$ cat src/rtl/pixel_readout_capture_if.sv
// Pixel stream interface between pixel_readout_capture and the image sink.
//   pix_valid : source -> sink, pix_data/pix_index are valid
//   pix_data  : source -> sink, pixel value (DATA_W bits)
//   pix_index : source -> sink, pixel position 0=r1c1 1=r1c2 2=r2c1 3=r2c2
//   pix_ready : sink -> source, sink accepts the current word
interface pixel_readout_capture_if #(
    parameter int DATA_W = 8
);
    logic              pix_valid;
    logic [DATA_W-1:0] pix_data;
    logic [1:0]        pix_index;
    logic              pix_ready;

    modport master (
        output pix_valid,
        output pix_data,
        output pix_index,
        input  pix_ready
    );

    modport slave (
        input  pix_valid,
        input  pix_data,
        input  pix_index,
        output pix_ready
    );
endinterface

$ cat src/rtl/pixel_readout_capture.sv
// Captures the two-column ADC results of a 2x2 pixel array as the
// camera_controller strobes each row, then streams each complete frame
// out over a valid/ready interface.
// Ports:
//   clk, rst           : clock, synchronous active-high reset
//   NRE_1, NRE_2       : active-low row read enables
//   ADC                : conversion strobe, rising edge captures a row
//   expose             : rising edge starts a new frame (drops partial rows)
//   adc_col1, adc_col2 : ADC results for columns 1 and 2
//   pix                : pixel stream (master side)
//   frame_done         : pulse, complete frame loaded for draining
//   frame_drop         : pulse, complete frame discarded (drain busy)
//   seq_err            : pulse, ADC edge with illegal NRE combination
module pixel_readout_capture #(
    parameter int DATA_W = 8
) (
    input  logic              clk,
    input  logic              rst,
    input  logic              NRE_1,
    input  logic              NRE_2,
    input  logic              ADC,
    input  logic              expose,
    input  logic [DATA_W-1:0] adc_col1,
    input  logic [DATA_W-1:0] adc_col2,
    pixel_readout_capture_if.master pix,
    output logic              frame_done,
    output logic              frame_drop,
    output logic              seq_err
);
    typedef enum logic {IDLE, DRAIN} state_t;

    state_t                  state;
    logic                    adc_q;
    logic                    expose_q;
    logic                    row1_flag;
    logic                    row2_flag;
    logic [3:0][DATA_W-1:0]  cap;
    logic [3:0][DATA_W-1:0]  obuf;
    logic [1:0]              idx;
    logic [DATA_W-1:0]       data_q;

    logic                    adc_edge;
    logic                    exp_edge;
    logic                    row1_hit;
    logic                    row2_hit;
    logic                    illegal;
    logic                    row1_n;
    logic                    row2_n;
    logic                    complete;
    logic                    accept;
    logic                    last;
    logic                    can_load;
    logic [3:0][DATA_W-1:0]  cap_n;

    assign adc_edge = ADC & ~adc_q;
    assign exp_edge = expose & ~expose_q;
    assign row1_hit = adc_edge & ~NRE_1 &  NRE_2;
    assign row2_hit = adc_edge &  NRE_1 & ~NRE_2;
    assign illegal  = adc_edge & (NRE_1 == NRE_2);

    // Expose clears the flags before a same-cycle capture sets its row again.
    assign row1_n   = (row1_flag & ~exp_edge) | row1_hit;
    assign row2_n   = (row2_flag & ~exp_edge) | row2_hit;
    assign complete = row1_n & row2_n;

    assign accept   = (state == DRAIN) & pix.pix_ready;
    assign last     = accept & (idx == 2'd3);
    assign can_load = (state == IDLE) | last;

    // Next capture contents, so a completing row is copied out in the same cycle.
    always_comb begin
        cap_n = cap;
        if (row1_hit) begin
            cap_n[0] = adc_col1;
            cap_n[1] = adc_col2;
        end
        if (row2_hit) begin
            cap_n[2] = adc_col1;
            cap_n[3] = adc_col2;
        end
    end

    always_ff @(posedge clk) begin
        if (rst) begin
            state      <= IDLE;
            adc_q      <= 1'b0;
            expose_q   <= 1'b0;
            row1_flag  <= 1'b0;
            row2_flag  <= 1'b0;
            cap        <= '0;
            obuf       <= '0;
            idx        <= '0;
            data_q     <= '0;
            frame_done <= 1'b0;
            frame_drop <= 1'b0;
            seq_err    <= 1'b0;
        end else begin
            adc_q      <= ADC;
            expose_q   <= expose;
            cap        <= cap_n;
            seq_err    <= illegal;
            frame_done <= 1'b0;
            frame_drop <= 1'b0;
            row1_flag  <= row1_n & ~complete;
            row2_flag  <= row2_n & ~complete;

            if (complete && can_load) begin
                // Covers both an idle load and a back-to-back reload on the final handshake.
                obuf       <= cap_n;
                state      <= DRAIN;
                idx        <= 2'd0;
                data_q     <= cap_n[0];
                frame_done <= 1'b1;
            end else begin
                if (complete) begin
                    frame_drop <= 1'b1;
                end
                if (state == DRAIN && accept) begin
                    if (last) begin
                        state  <= IDLE;
                        idx    <= 2'd0;
                        data_q <= '0;
                    end else begin
                        idx    <= idx + 2'd1;
                        data_q <= obuf[idx + 2'd1];
                    end
                end
            end
        end
    end

    assign pix.pix_valid = (state == DRAIN);
    assign pix.pix_data  = data_q;
    assign pix.pix_index = idx;
endmodule

$ cat src/flat_wrapper.sv
// flat-port wrapper written by rule: the top's interface ports become plain ports
module pixel_readout_capture_flat 
#(
    parameter int DATA_W = 8
)
  (clk, rst, NRE_1, NRE_2, ADC, expose, adc_col1, adc_col2, frame_done, frame_drop, seq_err, pix_pix_valid, pix_pix_data, pix_pix_index, pix_pix_ready);
  pixel_readout_capture_if #(.DATA_W(DATA_W)) pix_i ();
  input  logic clk;
  input  logic rst;
  input  logic NRE_1;
  input  logic NRE_2;
  input  logic ADC;
  input  logic expose;
  input  logic [DATA_W-1:0] adc_col1;
  input  logic [DATA_W-1:0] adc_col2;
  output logic frame_done;
  output logic frame_drop;
  output logic seq_err;
  output wire logic [$bits(pix_i.pix_valid)-1:0] pix_pix_valid;
  output wire logic [$bits(pix_i.pix_data)-1:0] pix_pix_data;
  output wire logic [$bits(pix_i.pix_index)-1:0] pix_pix_index;
  input wire logic [$bits(pix_i.pix_ready)-1:0] pix_pix_ready;
  assign pix_pix_valid = pix_i.pix_valid;
  assign pix_pix_data = pix_i.pix_data;
  assign pix_pix_index = pix_i.pix_index;
  assign pix_i.pix_ready = pix_pix_ready;
  pixel_readout_capture #(.DATA_W(DATA_W)) u_core (.clk(clk), .rst(rst), .NRE_1(NRE_1), .NRE_2(NRE_2), .ADC(ADC), .expose(expose), .adc_col1(adc_col1), .adc_col2(adc_col2), .pix(pix_i), .frame_done(frame_done), .frame_drop(frame_drop), .seq_err(seq_err));
endmodule
$ cat config.mk
export PLATFORM = sky130hd
export DESIGN_NAME = pixel_readout_capture_flat
export DESIGN_NICKNAME = d
export VERILOG_FILES = /design/src/rtl/pixel_readout_capture_if.sv /design/src/rtl/pixel_readout_capture.sv /design/src/flat_wrapper.sv
export SDC_FILE = /design/constraint.sdc
export NUM_CORES = 1
export LEC_CHECK = 0
export CORE_MARGIN = 5
export CORE_UTILIZATION = 40
export DETAILED_ROUTE_END_ITERATION = 6
export DONT_BUFFER_PORTS = 1
export PLACE_DENSITY = 0.55
export SLEW_MARGIN = 20
export SYNTH_ARGS = -nofsm -noshare
export SYNTH_HDL_FRONTEND = slang
export SYNTH_SLANG_ARGS = --single-unit
$ cat constraint.sdc
create_clock -name clk -period 3.35 [get_ports clk]
set_clock_uncertainty 0.05 [all_clocks]
set_input_delay 0.67 -clock clk [delete_from_list [all_inputs] [get_ports clk]]
set_output_delay 0.67 -clock clk [all_outputs]
set_load 0.1 [all_outputs]
==> summary.txt <==
Synthesis
  – Cell count after synthesis: 262
  – Mean area per synthesized cell: between 10 and 15 um^2
  – Yosys warning count: 0
  – Share of the synthesized area in the top cell type: 0.510
  – Post-synthesis cell type count: 30
  – Main area contributors after synthesis: sky130_fd_sc_hd__dfxtp_1, sky130_fd_sc_hd__o2bb2ai_2, sky130_fd_sc_hd__mux2i_1
  – Cell accounting for the most synthesized area: sky130_fd_sc_hd__dfxtp_1
  – Number of nets in the synthesized netlist: roughly 290
  – Portion of the post-synthesis area used by sequential elements: 0.510
  – Post-Synthesis Cell Area: about 3200 um^2
  – Seq cells post-synth: between 80 and 90

Status
  – Result of the run: finished, final reports clean

Global routing
  – Number of global-route vias before repair: around 2000
  – Number of antenna violations at the first check in global routing: 0
  – Pin count of the biggest net entering global routing: 44
  – GRT overflow: 0
  – Total routing usage reported by global routing: 0.139
  – First-pass GRT wire length: between 10 and 15 mm

Timing
  – Crit path time final: 2.41 ns
  – Count of endpoints failing setup in the final report: 0
  – Worst Tran Pin Value: just under 1 ns
  – Post-route fraction of the period consumed by the critical path: 0.719
  – Max-slew violation count: 0
  – Max Clk Rate: approximately 420 MHz
  – Remaining max-slew budget at the tightest pin: 0.336
  – Hold Fails Final Rpt: 0
  – Setup repair after global routing missed its margin: no
  – Summed negative setup slack over all endpoints: 0 ns

Setup path
  – Data arrival time of the worst path: roughly 2.6 ns
  – Largest fanout of any net on the critical path: 41
  – Crit Path Class: register to register
  – Worst setup EP type: register
  – Required arrival time at the worst endpoint: roughly 3.6 ns
  – Critical Path Start Type: register

Clock network
  – Root buffer cell: sky130_fd_sc_hd__clkbuf_8
  – Quantity of gates resized following cts: 0
  – H-tree depth reported by CTS: 3
  – Number of buffers inserted by post-CTS setup repair: 0
  – Clock transition time at the flip-flop clock pins of the worst setup and hold paths: ~0.09 ns
  – Clk_lat worst skew: 0.34 ns
  – TritonCTS clock tree: built
  – Clock tree buffer depth: 2
  – Hold bufs inserted after CTS: 0
  – CTS buffer count: 9
  – TritonCTS sink count: 82

Floorplanning
  – Overall die width: approximately 100 um
  – Core Area: between 7000 and 8000 um^2
  – DIE HEIGHT: ~100 um
  – Area of the die: around 9900 um^2
  – Initial Utilization: 0.414
  – Rows: 32
  – I/O pin cnt: 37

Finish
  – Most frequent standard cell in the layout excluding fill and tap cells: sky130_fd_sc_hd__dfxtp_1
  – Layout cell share with drive strength beyond 1: 0.243
  – Total Nets Final: approximately 290
  – Most used cells in the layout excluding fill and tap cells: sky130_fd_sc_hd__dfxtp_1, sky130_fd_sc_hd__mux2i_1, sky130_fd_sc_hd__nor2_1, sky130_fd_sc_hd__o2bb2ai_2, sky130_fd_sc_hd__nand2_1
  – Share of the core filled with cells in the final layout: 0.455
  – Area of all placed cells without fillers: roughly 3500 um^2
  – Diodes inserted: 0
  – Area delta synth->final: 9.72%
  – Filler cell count in the final layout: ~750

Route
  – Initial DRT Pass Iterations: 4
  – Initial DRC count: 43
  – Vias per inst: 5.16
  – Detailed-route wire length per cell: 16.9 um
  – Routed WL: slightly above 6 mm
  – Routed vias: 1903
  – Remaining antenna violation count: 0
  – Drc violations: 0

Flow run
  – Max-cap violations: 0

Placement
  – Cell area reported after detailed placement: between 3000 and 4000 um^2
  – Buffers added on ports: 0
  – Final weighted congestion in routability-driven placement: about 0.67
  – HPWL after detailed placement: a little under 4 mm

Min path
  – Path class of the lowest-slack min-delay path: primary input to register

Power and ir drop
  – Worst IR Drop VDD: roughly 0.00018 V
  – Pwr dens: between 500 and 600 nW/um^2
  – Standby leakage power: between 1 and 1.5 nW
-- logic make-up (layout without fill, tap and decap cells) --
logic type / count (synthesis) / after routing / synth area share
flip-flops: 82 / 82 / 0.510
AND/OR/NAND/NOR: 60 / 60 / 0.0871
AO/OA/AOI/OAI: 50 / 50 / 0.191
multiplexers: 40 / 40 / 0.156
buffers and inverters: 28 / 33 / 0.0498
adder cells (fa/ha/maj): 1 / 1 / 0.00389
XOR/XNOR: 1 / 1 / 0.00272
-- path summary, 6_finish.rpt --
path,start,endpoint,slack (ns),depth (start not counted)
worst min register to register,u_core.adc_q,u_core.seq_err,0.39,1
worst max-delay path,u_core.pix.pix_index[1],u_core.pix.pix_data[7],0.94,6
worst max register to register,u_core.pix.pix_index[1],u_core.pix.pix_data[7],0.94,6
worst min-delay path,rst,u_core.cap[1],0.34,1
-- flip-flops by register name, summed over array words and instances (netlist names) --
signal / cells
u_core.pix.pix_index: 2
u_core.row1_flag: 1
u_core.frame_done: 1
u_core.expose_q: 1
u_core.row2_flag: 1
u_core.adc_q: 1
u_core.obuf: 32
u_core.pix.pix_valid: 1
u_core.cap: 32
u_core.pix.pix_data: 8
u_core.frame_drop: 1
u_core.seq_err: 1
-- where the power goes --
group | internal [W] | switching [W] | total [W]
Clock | 0.000498 | 0.000358 | 0.000856
Combinational | 0.0000275 | 0.0000509 | 0.0000784
Sequential | 0.000989 | 0.0000113 | 0.00100
-- stage by stage --
step	instances	hold WS (ns)	power [W]	setup slack, ns
4_1_cts	369	0.315	0.00196	0.918
3_3_place_gp	353	0.369	0.00110	0.898
5_1_grt	369	0.309	0.00202	0.791
2_1_floorplan	262	0.358	0.00109	0.745
6_report	369	0.341	0.00193	0.940
3_5_place_dp	353	0.374	0.00110	0.872
-- synthesized netlist by cell type --
library cell and count:
sky130_fd_sc_hd__buf_6 6, sky130_fd_sc_hd__a31oi_2 1, sky130_fd_sc_hd__nor3b_1 1, sky130_fd_sc_hd__inv_2 1
sky130_fd_sc_hd__nor3_1 5, sky130_fd_sc_hd__o221ai_1 1, sky130_fd_sc_hd__mux2i_1 32, sky130_fd_sc_hd__o31ai_4 1
sky130_fd_sc_hd__and4bb_1 2, sky130_fd_sc_hd__buf_2 5, sky130_fd_sc_hd__a21oi_1 5, sky130_fd_sc_hd__nor4b_1 1
sky130_fd_sc_hd__inv_1 8, sky130_fd_sc_hd__nor2b_1 4, sky130_fd_sc_hd__o2bb2ai_2 22, sky130_fd_sc_hd__a21oi_2 1
sky130_fd_sc_hd__a21o_1 2, sky130_fd_sc_hd__nand2_1 12, sky130_fd_sc_hd__nor2_1 32, sky130_fd_sc_hd__buf_4 1
sky130_fd_sc_hd__mux4_2 8, sky130_fd_sc_hd__nand2b_1 1, sky130_fd_sc_hd__o2bb2ai_1 10, sky130_fd_sc_hd__xor2_1 1
sky130_fd_sc_hd__and2_1 1, sky130_fd_sc_hd__ha_1 1, sky130_fd_sc_hd__dfxtp_1 82, sky130_fd_sc_hd__or4_4 1
sky130_fd_sc_hd__o221ai_2 7, sky130_fd_sc_hd__clkbuf_1 7
-- routing by layer --
metal / global-route usage / wire length [um] / part of all wire
met2: 0.205 / 2870 / 0.46
met5: 0 / 0 / 0
met1: 0.188 / 3010 / 0.48
met4: 0.0662 / 97 / 0.016
met3: 0.0400 / 248 / 0.040
-- layout make-up --
type                    count  area, um^2  area share
flip-flops and latches     82        1640       0.465
multi-input cells         152        1430       0.404
repair buffers              8        60.1      0.0170
inverters                   9        33.8     0.00957
clock buffers              10         128      0.0361
clock inverters             6         115      0.0326
well taps                 102         128      0.0361
-- critical path, stage by stage (launching register included) --
cell	delay (ns)
sky130_fd_sc_hd__dfxtp_1	0.31
sky130_fd_sc_hd__buf_4	0.29
sky130_fd_sc_hd__ha_1	0.28
sky130_fd_sc_hd__nand2_1	0.08
sky130_fd_sc_hd__and2_1	0.20
sky130_fd_sc_hd__or4_4	0.83
sky130_fd_sc_hd__o221ai_1	0.26
Note: power is estimated with default switching activity, not from simulation.
